**src/rtl/xm_alu_pkg.sv**
```systemverilog
// Shared encodings for the multi-cycle XMakina ALU: block/func codes, FSM states, flag bundle.
// Latency: n/a (types and constants only).
// Backpressure: n/a.
package xm_alu_pkg;

    // Functional block selector
    localparam logic [1:0] ALU_ARITH = 2'd0;
    localparam logic [1:0] ALU_LOGIC = 2'd1;
    localparam logic [1:0] ALU_SHIFT = 2'd2;
    localparam logic [1:0] ALU_MOVE  = 2'd3;

    // Arithmetic block functions
    localparam logic [1:0] FUNC_ADD  = 2'd0;
    localparam logic [1:0] FUNC_ADDC = 2'd1;
    localparam logic [1:0] FUNC_SUB  = 2'd2;
    localparam logic [1:0] FUNC_SUBC = 2'd3;

    // Logic block functions
    localparam logic [1:0] FUNC_XOR  = 2'd0;
    localparam logic [1:0] FUNC_AND  = 2'd1;
    localparam logic [1:0] FUNC_BIC  = 2'd2;
    localparam logic [1:0] FUNC_BIS  = 2'd3;

    // Shifter block functions
    localparam logic [1:0] FUNC_SRA  = 2'd0;
    localparam logic [1:0] FUNC_RRC  = 2'd1;
    localparam logic [1:0] FUNC_SXT  = 2'd2;
    localparam logic [1:0] FUNC_MUL  = 2'd3;

    // Move block functions
    localparam logic [1:0] FUNC_MOV  = 2'd0;
    localparam logic [1:0] FUNC_MOVZ = 2'd1;
    localparam logic [1:0] FUNC_MOVS = 2'd2;
    localparam logic [1:0] FUNC_SWPB = 2'd3;

    // Control FSM states
    localparam logic [1:0] ST_IDLE   = 2'd0;
    localparam logic [1:0] ST_SHIFT  = 2'd1;
    localparam logic [1:0] ST_MUL    = 2'd2;

    typedef struct packed {
        logic carry;
        logic zero;
        logic neg;
        logic ovf;
    } flags_t;

endpackage

```
**src/rtl/xm_alu_iter.sv**
```systemverilog
// Iterative datapath: one-bit-per-step SRA/RRC and (with XM_ALU_MUL_EN) shift-add multiply.
// Latency: one step per cycle; val/carry_out present the value the final step produces.
// Backpressure: none; the owner asserts load once, then step until last.
module xm_alu_iter
    import xm_alu_pkg::*;
#(
    parameter int DATA_W  = 16,
    parameter int BYTE_W  = 8,
    parameter int SHAMT_W = $clog2(DATA_W)
) (
    input  logic               clk,
    input  logic               rst_n,
    input  logic               load,
    input  logic               step,
    input  logic [1:0]         mode,
    input  logic               byte_op,
    input  logic [DATA_W-1:0]  opa,
    input  logic [DATA_W-1:0]  opb,
    input  logic [SHAMT_W:0]   cnt_init,
    input  logic               carry_in,
    output logic               last,
    output logic [DATA_W-1:0]  val,
    output logic               carry_out
);

    localparam logic [DATA_W-1:0] BYTE_MASK = {{(DATA_W-BYTE_W){1'b0}}, {BYTE_W{1'b1}}};

    logic [DATA_W-1:0] sreg, sreg_nxt;
    logic [SHAMT_W:0]  cnt;
    logic              cbit, cbit_nxt, msb_in;
    logic              byte_q;
    logic [1:0]        mode_q;
`ifdef XM_ALU_MUL_EN
    logic [DATA_W-1:0]   acc, acc_nxt, mcand, mcand_eff;
    logic [DATA_W:0]     sum;
    logic [2*DATA_W-1:0] prod;
    logic [2*BYTE_W-1:0] bprod;
`endif

    assign last = (cnt == (SHAMT_W+1)'(1));

    // Next value of the working registers for one step, plus the value exposed to the owner
    always_comb begin
        sreg_nxt  = sreg;
        msb_in    = (mode_q == FUNC_RRC) ? cbit : (byte_q ? sreg[BYTE_W-1] : sreg[DATA_W-1]);
        if (byte_q) begin
            sreg_nxt[BYTE_W-1:0] = {msb_in, sreg[BYTE_W-1:1]};
        end else begin
            sreg_nxt = {msb_in, sreg[DATA_W-1:1]};
        end
        cbit_nxt  = sreg[0];
        val       = sreg_nxt;
        carry_out = cbit_nxt;
`ifdef XM_ALU_MUL_EN
        // Right-shifting product register {acc, sreg}: the multiplier drains out of sreg
        // while product bits fill in from the top.
        mcand_eff = byte_q ? (mcand & BYTE_MASK) : mcand;
        acc_nxt   = acc;
        sum       = '0;
        prod      = '0;
        bprod     = '0;
        if (mode_q == FUNC_MUL) begin
            sum      = {1'b0, acc} + (sreg[0] ? {1'b0, mcand_eff} : '0);
            acc_nxt  = sum[DATA_W:1];
            sreg_nxt = {sum[0], sreg[DATA_W-1:1]};
            prod     = {acc_nxt, sreg_nxt};
            if (byte_q) begin
                // After BYTE_W steps the byte product sits DATA_W-BYTE_W bits up
                bprod     = prod[DATA_W-BYTE_W +: 2*BYTE_W];
                val       = {mcand[DATA_W-1:BYTE_W], bprod[BYTE_W-1:0]};
                carry_out = |bprod[2*BYTE_W-1:BYTE_W];
            end else begin
                val       = prod[DATA_W-1:0];
                carry_out = |prod[2*DATA_W-1:DATA_W];
            end
        end
`endif
    end

    // Load operands on accept, then advance one step per cycle
    always_ff @(posedge clk or negedge rst_n) begin
        if (!rst_n) begin
            sreg   <= '0;
            cnt    <= '0;
            cbit   <= 1'b0;
            byte_q <= 1'b0;
            mode_q <= '0;
`ifdef XM_ALU_MUL_EN
            acc    <= '0;
            mcand  <= '0;
`endif
        end else if (load) begin
            sreg   <= (mode == FUNC_MUL) ? (byte_op ? (opb & BYTE_MASK) : opb) : opa;
            cnt    <= cnt_init;
            cbit   <= carry_in;
            byte_q <= byte_op;
            mode_q <= mode;
`ifdef XM_ALU_MUL_EN
            acc    <= '0;
            mcand  <= opa;
`endif
        end else if (step) begin
            sreg   <= sreg_nxt;
            cbit   <= cbit_nxt;
            cnt    <= cnt - (SHAMT_W+1)'(1);
`ifdef XM_ALU_MUL_EN
            acc    <= acc_nxt;
`endif
        end
    end

endmodule

```
**src/rtl/xm_alu_mc.sv**
```systemverilog
// Multi-cycle XMakina ALU (arith/logic/shift/move, byte/word) with registered result and flags; XM_ALU_MUL_EN adds shift-add multiply.
// Latency: 1 cycle for single-cycle ops, N+1 for N-bit SRA/RRC, DATA_W+1 (BYTE_W+1 byte) for multiply.
// Backpressure: ready low while iterating; start is only taken when ready=1, done pulses one cycle.
module xm_alu_mc
    import xm_alu_pkg::*;
#(
    parameter int DATA_W  = 16,
    parameter int BYTE_W  = 8,
    parameter int SHAMT_W = $clog2(DATA_W)
) (
    input  logic              clk,
    input  logic              rst_n,
    input  logic              start,
    output logic              ready,
    input  logic [1:0]        block_sel,
    input  logic [1:0]        block_func,
    input  logic              byte_op,
    input  logic              carry_in,
    input  logic [DATA_W-1:0] src_a,
    input  logic [DATA_W-1:0] src_b,
    output logic              done,
    output logic [DATA_W-1:0] result,
    output logic              carry,
    output logic              zero,
    output logic              neg,
    output logic              ovf
);

    localparam int BSH_W = $clog2(BYTE_W);

    logic [1:0]        state;
    logic              go;
    logic              op_byte_q;
    flags_t            flg_q, sc_flg, it_flg;
    logic [DATA_W-1:0] sc_val, b_eff, lg, tmp;
    logic [DATA_W:0]   sum_w;
    logic [BYTE_W:0]   sum_b;
    logic              cin_eff, sc_carry, sc_ovf, flag_byte, illegal, is_iter, is_mul;
    logic [SHAMT_W:0]  shamt, it_cnt;
    logic              it_last, it_carry;
    logic [DATA_W-1:0] it_val;

    assign ready = (state == ST_IDLE);
    assign go    = start & ready;
    assign carry = flg_q.carry;
    assign zero  = flg_q.zero;
    assign neg   = flg_q.neg;
    assign ovf   = flg_q.ovf;

    // Shift count, masked to the byte range in byte mode
    always_comb begin
        shamt = '0;
        if (byte_op) begin
            shamt[BSH_W-1:0] = src_b[BSH_W-1:0];
        end else begin
            shamt[SHAMT_W-1:0] = src_b[SHAMT_W-1:0];
        end
    end

    // Single-cycle result/flags and the decision whether the op needs the iterative datapath
    always_comb begin
        sc_val    = '0;
        sc_carry  = carry_in;
        sc_ovf    = 1'b0;
        flag_byte = byte_op;
        illegal   = 1'b0;
        is_iter   = 1'b0;
        is_mul    = 1'b0;
        b_eff     = '0;
        cin_eff   = 1'b0;
        sum_w     = '0;
        sum_b     = '0;
        lg        = '0;
        tmp       = '0;
        case (block_sel)
            ALU_ARITH: begin
                b_eff = block_func[1] ? ~src_b : src_b;
                case (block_func)
                    FUNC_ADD:  cin_eff = 1'b0;
                    FUNC_ADDC: cin_eff = carry_in;
                    FUNC_SUB:  cin_eff = 1'b1;
                    FUNC_SUBC: cin_eff = carry_in;
                endcase
                sum_w = {1'b0, src_a} + {1'b0, b_eff} + (DATA_W+1)'(cin_eff);
                sum_b = {1'b0, src_a[BYTE_W-1:0]} + {1'b0, b_eff[BYTE_W-1:0]} + (BYTE_W+1)'(cin_eff);
                if (byte_op) begin
                    sc_val   = {src_b[DATA_W-1:BYTE_W], sum_b[BYTE_W-1:0]};
                    sc_carry = sum_b[BYTE_W];
                    sc_ovf   = (src_a[BYTE_W-1] == b_eff[BYTE_W-1]) && (sum_b[BYTE_W-1] != src_a[BYTE_W-1]);
                end else begin
                    sc_val   = sum_w[DATA_W-1:0];
                    sc_carry = sum_w[DATA_W];
                    sc_ovf   = (src_a[DATA_W-1] == b_eff[DATA_W-1]) && (sum_w[DATA_W-1] != src_a[DATA_W-1]);
                end
            end
            ALU_LOGIC: begin
                case (block_func)
                    FUNC_XOR: lg = src_a ^ src_b;
                    FUNC_AND: lg = src_a & src_b;
                    FUNC_BIC: lg = src_a & ~src_b;
                    FUNC_BIS: lg = src_a | src_b;
                endcase
                sc_val = byte_op ? {src_b[DATA_W-1:BYTE_W], lg[BYTE_W-1:0]} : lg;
            end
            ALU_SHIFT: begin
                case (block_func)
                    FUNC_SRA, FUNC_RRC: begin
                        // A zero count completes immediately with the operand untouched
                        sc_val  = src_a;
                        is_iter = (shamt != '0);
                    end
                    FUNC_SXT: begin
                        tmp    = {{(DATA_W-BYTE_W){src_a[BYTE_W-1]}}, src_a[BYTE_W-1:0]};
                        sc_val = byte_op ? {src_a[DATA_W-1:BYTE_W], tmp[BYTE_W-1:0]} : tmp;
                    end
                    FUNC_MUL: begin
`ifdef XM_ALU_MUL_EN
                        is_iter = 1'b1;
                        is_mul  = 1'b1;
`else
                        sc_val  = src_b;
                        illegal = 1'b1;
`endif
                    end
                endcase
            end
            ALU_MOVE: begin
                flag_byte = 1'b0;
                case (block_func)
                    FUNC_MOV:  sc_val = src_b;
                    FUNC_MOVZ: sc_val = {{(DATA_W-BYTE_W){1'b0}}, src_b[BYTE_W-1:0]};
                    FUNC_MOVS: sc_val = {{(DATA_W-BYTE_W){src_b[BYTE_W-1]}}, src_b[BYTE_W-1:0]};
                    FUNC_SWPB: begin
                        tmp = src_b;
                        tmp[2*BYTE_W-1:0] = {src_b[BYTE_W-1:0], src_b[2*BYTE_W-1:BYTE_W]};
                        sc_val = tmp;
                    end
                endcase
            end
        endcase
        sc_flg.carry = sc_carry;
        sc_flg.ovf   = sc_ovf;
        sc_flg.neg   = flag_byte ? sc_val[BYTE_W-1] : sc_val[DATA_W-1];
        sc_flg.zero  = flag_byte ? (sc_val[BYTE_W-1:0] == '0) : (sc_val == '0);
        if (illegal) begin
            sc_flg = '0;
        end
        it_cnt = is_mul ? (byte_op ? (SHAMT_W+1)'(BYTE_W) : (SHAMT_W+1)'(DATA_W)) : shamt;
    end

    // Flags for the value the iterative datapath finishes with
    always_comb begin
        it_flg.carry = it_carry;
        it_flg.ovf   = 1'b0;
        it_flg.neg   = op_byte_q ? it_val[BYTE_W-1] : it_val[DATA_W-1];
        it_flg.zero  = op_byte_q ? (it_val[BYTE_W-1:0] == '0) : (it_val == '0);
    end

    xm_alu_iter #(
        .DATA_W  (DATA_W),
        .BYTE_W  (BYTE_W),
        .SHAMT_W (SHAMT_W)
    ) u_iter (
        .clk       (clk),
        .rst_n     (rst_n),
        .load      (go & is_iter),
        .step      (state != ST_IDLE),
        .mode      (block_func),
        .byte_op   (byte_op),
        .opa       (src_a),
        .opb       (src_b),
        .cnt_init  (it_cnt),
        .carry_in  (carry_in),
        .last      (it_last),
        .val       (it_val),
        .carry_out (it_carry)
    );

    // Control FSM and output registers; results hold until the next done
    always_ff @(posedge clk or negedge rst_n) begin
        if (!rst_n) begin
            state     <= ST_IDLE;
            done      <= 1'b0;
            result    <= '0;
            flg_q     <= '0;
            op_byte_q <= 1'b0;
        end else begin
            done <= 1'b0;
            case (state)
                ST_IDLE: begin
                    if (go) begin
                        if (is_iter) begin
                            op_byte_q <= byte_op;
                            state     <= is_mul ? ST_MUL : ST_SHIFT;
                        end else begin
                            result <= sc_val;
                            flg_q  <= sc_flg;
                            done   <= 1'b1;
                        end
                    end
                end
                ST_SHIFT, ST_MUL: begin
                    if (it_last) begin
                        result <= it_val;
                        flg_q  <= it_flg;
                        done   <= 1'b1;
                        state  <= ST_IDLE;
                    end
                end
                default: state <= ST_IDLE;
            endcase
        end
    end

endmodule

```
**config.mk**
```make
export PLATFORM = sky130hd
export DESIGN_NAME = xm_alu_mc
export DESIGN_NICKNAME = d
export VERILOG_FILES = /design/src/rtl/xm_alu_pkg.sv /design/src/rtl/xm_alu_iter.sv /design/src/rtl/xm_alu_mc.sv
export SDC_FILE = /design/constraint.sdc
export NUM_CORES = 1
export LEC_CHECK = 0
export ABC_AREA = 1
export CAP_MARGIN = 20
export CORE_MARGIN = 1
export CORE_UTILIZATION = 45
export DETAILED_ROUTE_END_ITERATION = 10
export GPL_TIMING_DRIVEN = 0
export HOLD_SLACK_MARGIN = 0.05
export PLACE_DENSITY = 0.75
export SYNTH_ARGS = -nofsm -noshare
export SYNTH_HDL_FRONTEND = slang
export SYNTH_HIERARCHICAL = 1
export SYNTH_SLANG_ARGS = --single-unit
```
**constraint.sdc**
```tcl
create_clock -name clk -period 2.3 [get_ports clk]
set_input_delay 0.46 -clock clk [delete_from_list [all_inputs] [get_ports clk]]
set_output_delay 0.46 -clock clk [all_outputs]
set_load 0.01 [all_outputs]
```
==> results.json, run 1 <==
{
  "status": "complete, but fails checks",
  "violations": "negative setup slack",
  "cts_tree": "done",
  "slowest_delay_ns": 0.38,
  "root_buffer": "clkbuf_16",
  "synth_cells": 973,
  "netlist.area_leader.share_pct": 19.72,
  "drc_errors": 0,
  "critical_path_class": "input pin to register",
  "clk_pin_slew_ns": 0.06,
  "synth.distinct_cells": 45,
  "power_switching_mw": 2.825,
  "hold_slack_ns": 0.06111,
  "final_net_count": 1158,
  "overflow": 0,
  "reg2reg_slack_ns": 0.16,
  "place_congestion": 1.063,
  "vias_per_cell": 5.690,
  "crit_family": "simple AND/OR/NAND/NOR gates",
  "seqPwrFrac_pct": 24.5,
  "crit_fanout": 4,
  "n_antenna_cell": 0,
  "power_mw": 6.259,
  "crit_required_ns": 2.53,
  "setup_ws_ns": -0.5467,
  "fin_crit_sh_pct": 123.8,
  "pwr-share-clk_pct": 13.8,
  "ant_nets": 0,
  "r2r_cells": 10,
  "r2r-end": "result[0]",
  "drt-total-wl_um": 22630,
  "yosysSeqAreaShare_pct": 19.72,
  "critPathCaptureType": "register",
  "ys.flop_type": "dfrtp_1",
  "routed.top_layer": "met4",
  "rows": 42,
  "cts.path.max_buffers": 2,
  "die_x_um": 118.3,
  "h-tree-depth": 2,
  "syn_avg_cell_area_um2": 6.260,
  "grt_max_degree": 36,
  "async_flop_share_pct": 100.0,
  "dr.pass1.iters": 5,
  "ys_warn_count": 6,
  "wire_per_inst_um": 18.15,
  "arrival_ns": 3.07,
  "gr-usage-all-layers_pct": 32.53,
  "wl_met1_um": 9339,
  "core_area_um2": 13240,
  "fmax_mhz": 351.3,
  "critPathBufInv": 3,
  "finalHoldViolCount": 0,
  "power_frac_comb_pct": 61.7,
  "ys_ff_latch": 48,
  "grt_pass1_wl_um": 35740,
  "dp_hpwl_um": 17240,
  "maxSlewHeadroom_pct": 59.80,
  "placedCellCount": 1212,
  "dr_wl_met3_um": 1905,
  "synth_area_um2": 6091,
  "yosysTopAreaCell": "dfrtp_1",
  "io_buffers": 62,
  "rsz0062_at_grt": "yes",
  "route.met2.wl_um": 10170,
  "finalSetupViolations": 19,
  "die_area_um2": 14000,
  "ios": 63,
  "antenna_found_initial": 0,
  "p_per_area_nw_per_um2": 792.4,
  "slowest_stage": "fa_2",
  "clock_skew_ns": 0.002955,
  "cp_cell_sequence": "buf_8, clkbuf_16, buf_12, xor2_2, fa_2, fa_2, nand2_2, nand2_2, nand3_2, nand2_4, or2_1, nand3_2, nand4_1, nor2_1, nand2_1, nor2_2, nand2_1, a21oi_2",
  "worstSetupStartpointType": "input pin",
  "ctsHoldBuffers": 0,
  "drtIter0Drc": 627,
  "syn_nets": 1061,
  "synthTopCellsByCount": "nand2_1 (287), inv_1 (109), nor2_1 (72), nand3_1 (63), o21ai_0 (51)",
  "num_vias": 7095,
  "min_path_type": "input pin to async pin",
  "post-place-ws_ns": -1.495,
  "report.final.slew_viol_count": 0,
  "synth.area.top_cells": "dfrtp_1 (20%), nand2_1 (18%), ha_1 (9.2%), inv_1 (6.7%), nand3_1 (5.2%)",
  "clock_sinks": 48,
  "power_leakage_nw": 3.926,
  "cts_buffers": 5,
  "dieHeight_um": 118.3,
  "cell_internal_pwr_mw": 3.434,
  "synth_edf_count": 0,
  "final_cells": 1247,
  "area_growth_pct": 29.68,
  "insertion_delay_ns": 0.29,
  "grt_pass1_vias": 6603,
  "postLayoutCoreUtil_pct": 59.65,
  "worst_pin_slew_ns": 0.6029,
  "timing.final.crit_period_ns": 2.847,
  "ir_drop_v": 0.0004084,
  "drive_gt1_share_pct": 21.85,
  "switching_share_pct": 45.14,
  "initial_core_util_pct": 45.99,
  "max_cap_violations": 0,
  "synthMostInstantiatedCell": "nand2_1",
  "r2r-start": "u_iter/cnt[1]"
}
kinds of logic (layout without fill, tap and decap cells):
group	after synthesis	after routing	share of synthesized area [%]
other cells	1	1	0.06157
flops	48	48	19.72
fa+ha+maj	47	47	9.901
simple gates	466	466	32.37
buf+inv	174	272	13.54
xor+xnor	22	22	3.164
compound gates	215	215	21.24
sequential cells by signal (all words and copies together), names as in the netlist:
name / count
carry: 1
op_byte_q: 1
u_iter/mode_q: 2
ovf: 1
done: 1
result: 16
neg: 1
state: 1
u_iter/sreg: 16
u_iter/cbit: 1
u_iter/byte_q: 1
u_iter/cnt: 5
zero: 1
layout by cell type, fill, tap and decap left out, types with 12 or more instances in the layout:
| cell type | n |
|---|---|
| buf_6 | 20 |
| buf_2 | 12 |
| nand3_2 | 12 |
| nor2_1 | 62 |
| xor2_1 | 17 |
| inv_2 | 14 |
| nand2_1 | 250 |
| nand3_1 | 50 |
| a31oi_1 | 14 |
| dfrtp_1 | 47 |
| ha_1 | 39 |
| nand2_2 | 36 |
| dlygate4sd2_1 | 14 |
| a21oi_2 | 16 |
| o211ai_1 | 28 |
| clkdlybuf4s50_1 | 40 |
| o21ai_0 | 42 |
| inv_1 | 105 |
| o21ai_1 | 35 |
| buf_4 | 40 |
| a21oi_1 | 37 |
stage by stage:
step                      cell area (µm²)  TNS [ns]
after CTS                            7477    -4.861
after floorplan                      6147    -1.602
after global placement               6988    -74.21
final                                7899    -5.019
after global routing                 7899    -7.053
after detailed placement             7003    -45.75
layer usage:
layer | vias to the layer above | track usage (%)
li1 | 3390 | -
met1 | 3242 | 42.77
met2 | 375 | 51.95
met3 | 88 | 4.295
met4 | 0 | 16.99
met5 | - | 0
repair_timing:
action / CTS / global route
cloned: 0 / 0
buffers inserted: 19 / 13
hold endpoints to repair: 0 / 0
pin swaps: 34 / 56
endpoints found under the setup margin: 48 / 40
gates resized for setup: 86 / 89
how the worst max path moves through the flow:
stage                  start    to  slack (ns)  cells past startpoint
6_report       block_func[1]  zero       -0.55                     18
2_1_floorplan  block_func[1]  zero       -0.40                     17
3_3_place_gp   block_func[1]  zero       -1.47                     18
4_1_cts        block_func[1]  zero       -0.57                     18
5_1_grt        block_func[1]  zero       -0.62                     18
3_5_place_dp   block_func[1]  zero       -1.49                     18
power groups by stage:
stage	logic, mW	clock network, mW	registers (mW)
floorplan	2.16	0	1.56
global placement	3.30	0	1.54
detailed placement	3.35	0	1.55
CTS	3.54	0.872	1.54
global route	4.22	0.909	1.59
finish	3.86	0.866	1.53
area by class of cell:
| type | count | area, µm² |
|---|---|---|
| Tap cell | 176 | 220.2 |
| Timing Repair Buffer | 95 | 900.9 |
| Sequential cell | 48 | 1202 |
| Buffer | 45 | 387.9 |
| Clock inverter | 2 | 38.79 |
| Multi-Input combinational cell | 751 | 4534 |
| Inverter | 124 | 475.5 |
| Clock buffer | 6 | 138.9 |
| Fill cell | 1281 | 5344 |
worst reg2reg max path, cell delays in order, from the launching register on:
cell and delay (ns):
dfrtp_1 0.36, inv_1 0.11, ha_1 0.16, nand3_1 0.07
nor2_1 0.27, inv_1 0.10, o21ai_2 0.38, inv_4 0.09
a21oi_1 0.15, o21ai_0 0.16, o21a_1 0.17
(Power assumes the default switching activity.)
==> run 2, diff against run 1 <==
--- a/config.mk
+++ b/config.mk
@@ -7,12 +7,15 @@
 export LEC_CHECK = 0
 export ABC_AREA = 1
 export CAP_MARGIN = 20
+export CELL_PAD_IN_SITES_DETAIL_PLACEMENT = 2
+export CELL_PAD_IN_SITES_GLOBAL_PLACEMENT = 2
 export CORE_MARGIN = 1
-export CORE_UTILIZATION = 45
+export CORE_UTILIZATION = 32
 export DETAILED_ROUTE_END_ITERATION = 10
 export GPL_TIMING_DRIVEN = 0
 export HOLD_SLACK_MARGIN = 0.05
-export PLACE_DENSITY = 0.75
+export MAX_ROUTING_LAYER = met4
+export PLACE_DENSITY = 0.92
 export SYNTH_ARGS = -nofsm -noshare
 export SYNTH_HDL_FRONTEND = slang
 export SYNTH_HIERARCHICAL = 1
==> results.json, run 2 (synthesis results as in run 1) <==
{
  "status": "complete, but fails checks",
  "violations": "negative setup slack",
  "fmax_mhz": 329.9,
  "rsz0062_at_grt": "yes",
  "pwr-share-clk_pct": 12.0,
  "ir_drop_v": 0.0003664,
  "io_buffers": 62,
  "p_per_area_nw_per_um2": 839.4,
  "fin_crit_sh_pct": 131.8,
  "report.final.slew_viol_count": 0,
  "worst_pin_slew_ns": 0.6615,
  "switching_share_pct": 49.46,
  "worstSetupStartpointType": "input pin",
  "grt_pass1_wl_um": 46490,
  "drt-total-wl_um": 31510,
  "clk_pin_slew_ns": 0.08,
  "cts_buffers": 5,
  "setup_ws_ns": -0.7308,
  "critical_path_class": "input pin to register",
  "power_frac_comb_pct": 63.9,
  "dieHeight_um": 140.0,
  "die_area_um2": 19590,
  "ant_nets": 0,
  "crit_fanout": 3,
  "maxSlewHeadroom_pct": 55.90,
  "dp_hpwl_um": 22970,
  "slowest_stage": "fa_2",
  "finalHoldViolCount": 0,
  "r2r-start": "u_iter/cnt[1]",
  "insertion_delay_ns": 0.30,
  "core_area_um2": 18710,
  "largest_registers": "result (16), u_iter/sreg (16), u_iter/cnt (5)",
  "dr.pass1.iters": 5,
  "post-place-ws_ns": -1.658,
  "place_congestion": 0.9787,
  "overflow": 0,
  "grt_pass1_vias": 7983,
  "arrival_ns": 3.26,
  "timing.final.crit_period_ns": 3.031,
  "antenna_found_initial": 1,
  "power_switching_mw": 3.225,
  "crit_required_ns": 2.53,
  "critPathCaptureType": "register",
  "die_x_um": 140.0,
  "drc_errors": 0,
  "min_path_type": "input pin to async pin",
  "num_vias": 7456,
  "reg2reg_slack_ns": 0.13,
  "rows": 50,
  "area_growth_pct": 27.53,
  "cts.path.max_buffers": 2,
  "ios": 63,
  "hold_slack_ns": 0.1674,
  "drtIter0Drc": 505,
  "power_leakage_nw": 3.832,
  "final_net_count": 1153,
  "layout_common_cells": "nand2_1 (261), inv_1 (107), nor2_1 (62), nand3_1 (50), dfrtp_1 (47)",
  "h-tree-depth": 2,
  "vias_per_cell": 5.731,
  "initial_core_util_pct": 32.56,
  "cp_cell_sequence": "buf_8, clkbuf_16, buf_12, xor2_4, fa_2, fa_2, nand2_2, nand2_2, nand3_2, nand2_2, or2_1, nand3_1, nand4_1, nor2_2, nand2_1, nor2_2, nand2_1, a21oi_2",
  "r2r-end": "result[12]",
  "finalInstanceArea_um2": 7767,
  "finalSetupViolations": 20,
  "r2r_cells": 10,
  "clock_skew_ns": 0.01545,
  "clock_sinks": 48,
  "seqPwrFrac_pct": 24.2,
  "cts_tree": "done",
  "cell_internal_pwr_mw": 3.295,
  "fillers": 2268,
  "mostFrequentLayoutCell": "nand2_1",
  "dpl_cell_area_um2": 7076,
  "wire_per_inst_um": 24.22,
  "max_cap_violations": 0,
  "root_buffer": "clkbuf_16",
  "slowest_delay_ns": 0.39,
  "drive_gt1_share_pct": 19.79,
  "power_mw": 6.520,
  "crit_path_frequent_cell": "nand2_2",
  "grt_max_degree": 26,
  "gr-usage-all-layers_pct": 32.08
}
## run 2: area by class of cell
class                           instances  area (µm²)  area share [%]
Multi-Input combinational cell        751        4434           57.09
Sequential cell                        48        1202           15.48
Timing Repair Buffer                   90       809.5           10.42
Inverter                              124       478.0           6.153
Buffer                                 45       397.9           5.122
Tap cell                              234       292.8           3.769
Clock buffer                            7       142.6           1.836
Clock inverter                          1       7.507         0.09665
Antenna cell                            1       2.502         0.03222
## run 2: worst max-delay path: cells and delay by family
family / cells / cell delay [ns]
AND/OR/NAND/NOR: 11 / 1.42
adder cells (fa/ha/maj): 2 / 0.76
XOR/XNOR: 1 / 0.14
AO/OA/AOI/OAI: 1 / 0.12
buffers and inverters: 3 / 0.36
## run 2: what timing repair did
action                                  in CTS  in global routing
hold buffers                                 0                  0
setup buffers                               16                 12
resized for setup                          100                 50
endpoints found under the setup margin      48                 37
pin swaps                                   27                 28
## run 2: how the worst max path moves through the flow
stage,endpoint,cells past startpoint,start
after detailed placement,zero,18,block_func[1]
after global routing,zero,18,block_func[1]
after floorplan,zero,17,block_func[1]
after global placement,zero,18,block_func[1]
after CTS,zero,18,block_func[1]
final,zero,18,block_func[1]
## run 2: metal layers
metal  global-route usage (%)  routed length (µm)  vias to the layer above
li1                         -                   -                     3387
met1                    37.83               13210                     3731
met2                    54.61               15260                      254
met3                    3.385                1471                       84
met4                    15.38                1558                        0
met5                        -                   0                        -
## run 2: power by group through the flow
stage	clock network (mW)	registers, mW	logic (mW)
global route	0.811	1.62	4.49
floorplan	0	1.56	2.16
CTS	0.782	1.58	3.83
finish	0.780	1.57	4.16
global placement	0	1.54	3.41
detailed placement	0	1.58	3.58
## run 2: through the flow
| step | TNS [ns] | instances | utilization, % |
|---|---|---|---|
| finish | -6.617 | 1301 | 41.53 |
| global route | -8.697 | 1301 | 41.53 |
| CTS | -6.424 | 1289 | 40.37 |
| detailed placement | -50.42 | 1270 | 37.83 |
| global placement | -79.08 | 1269 | 37.75 |
| floorplan | -1.602 | 973 | - |
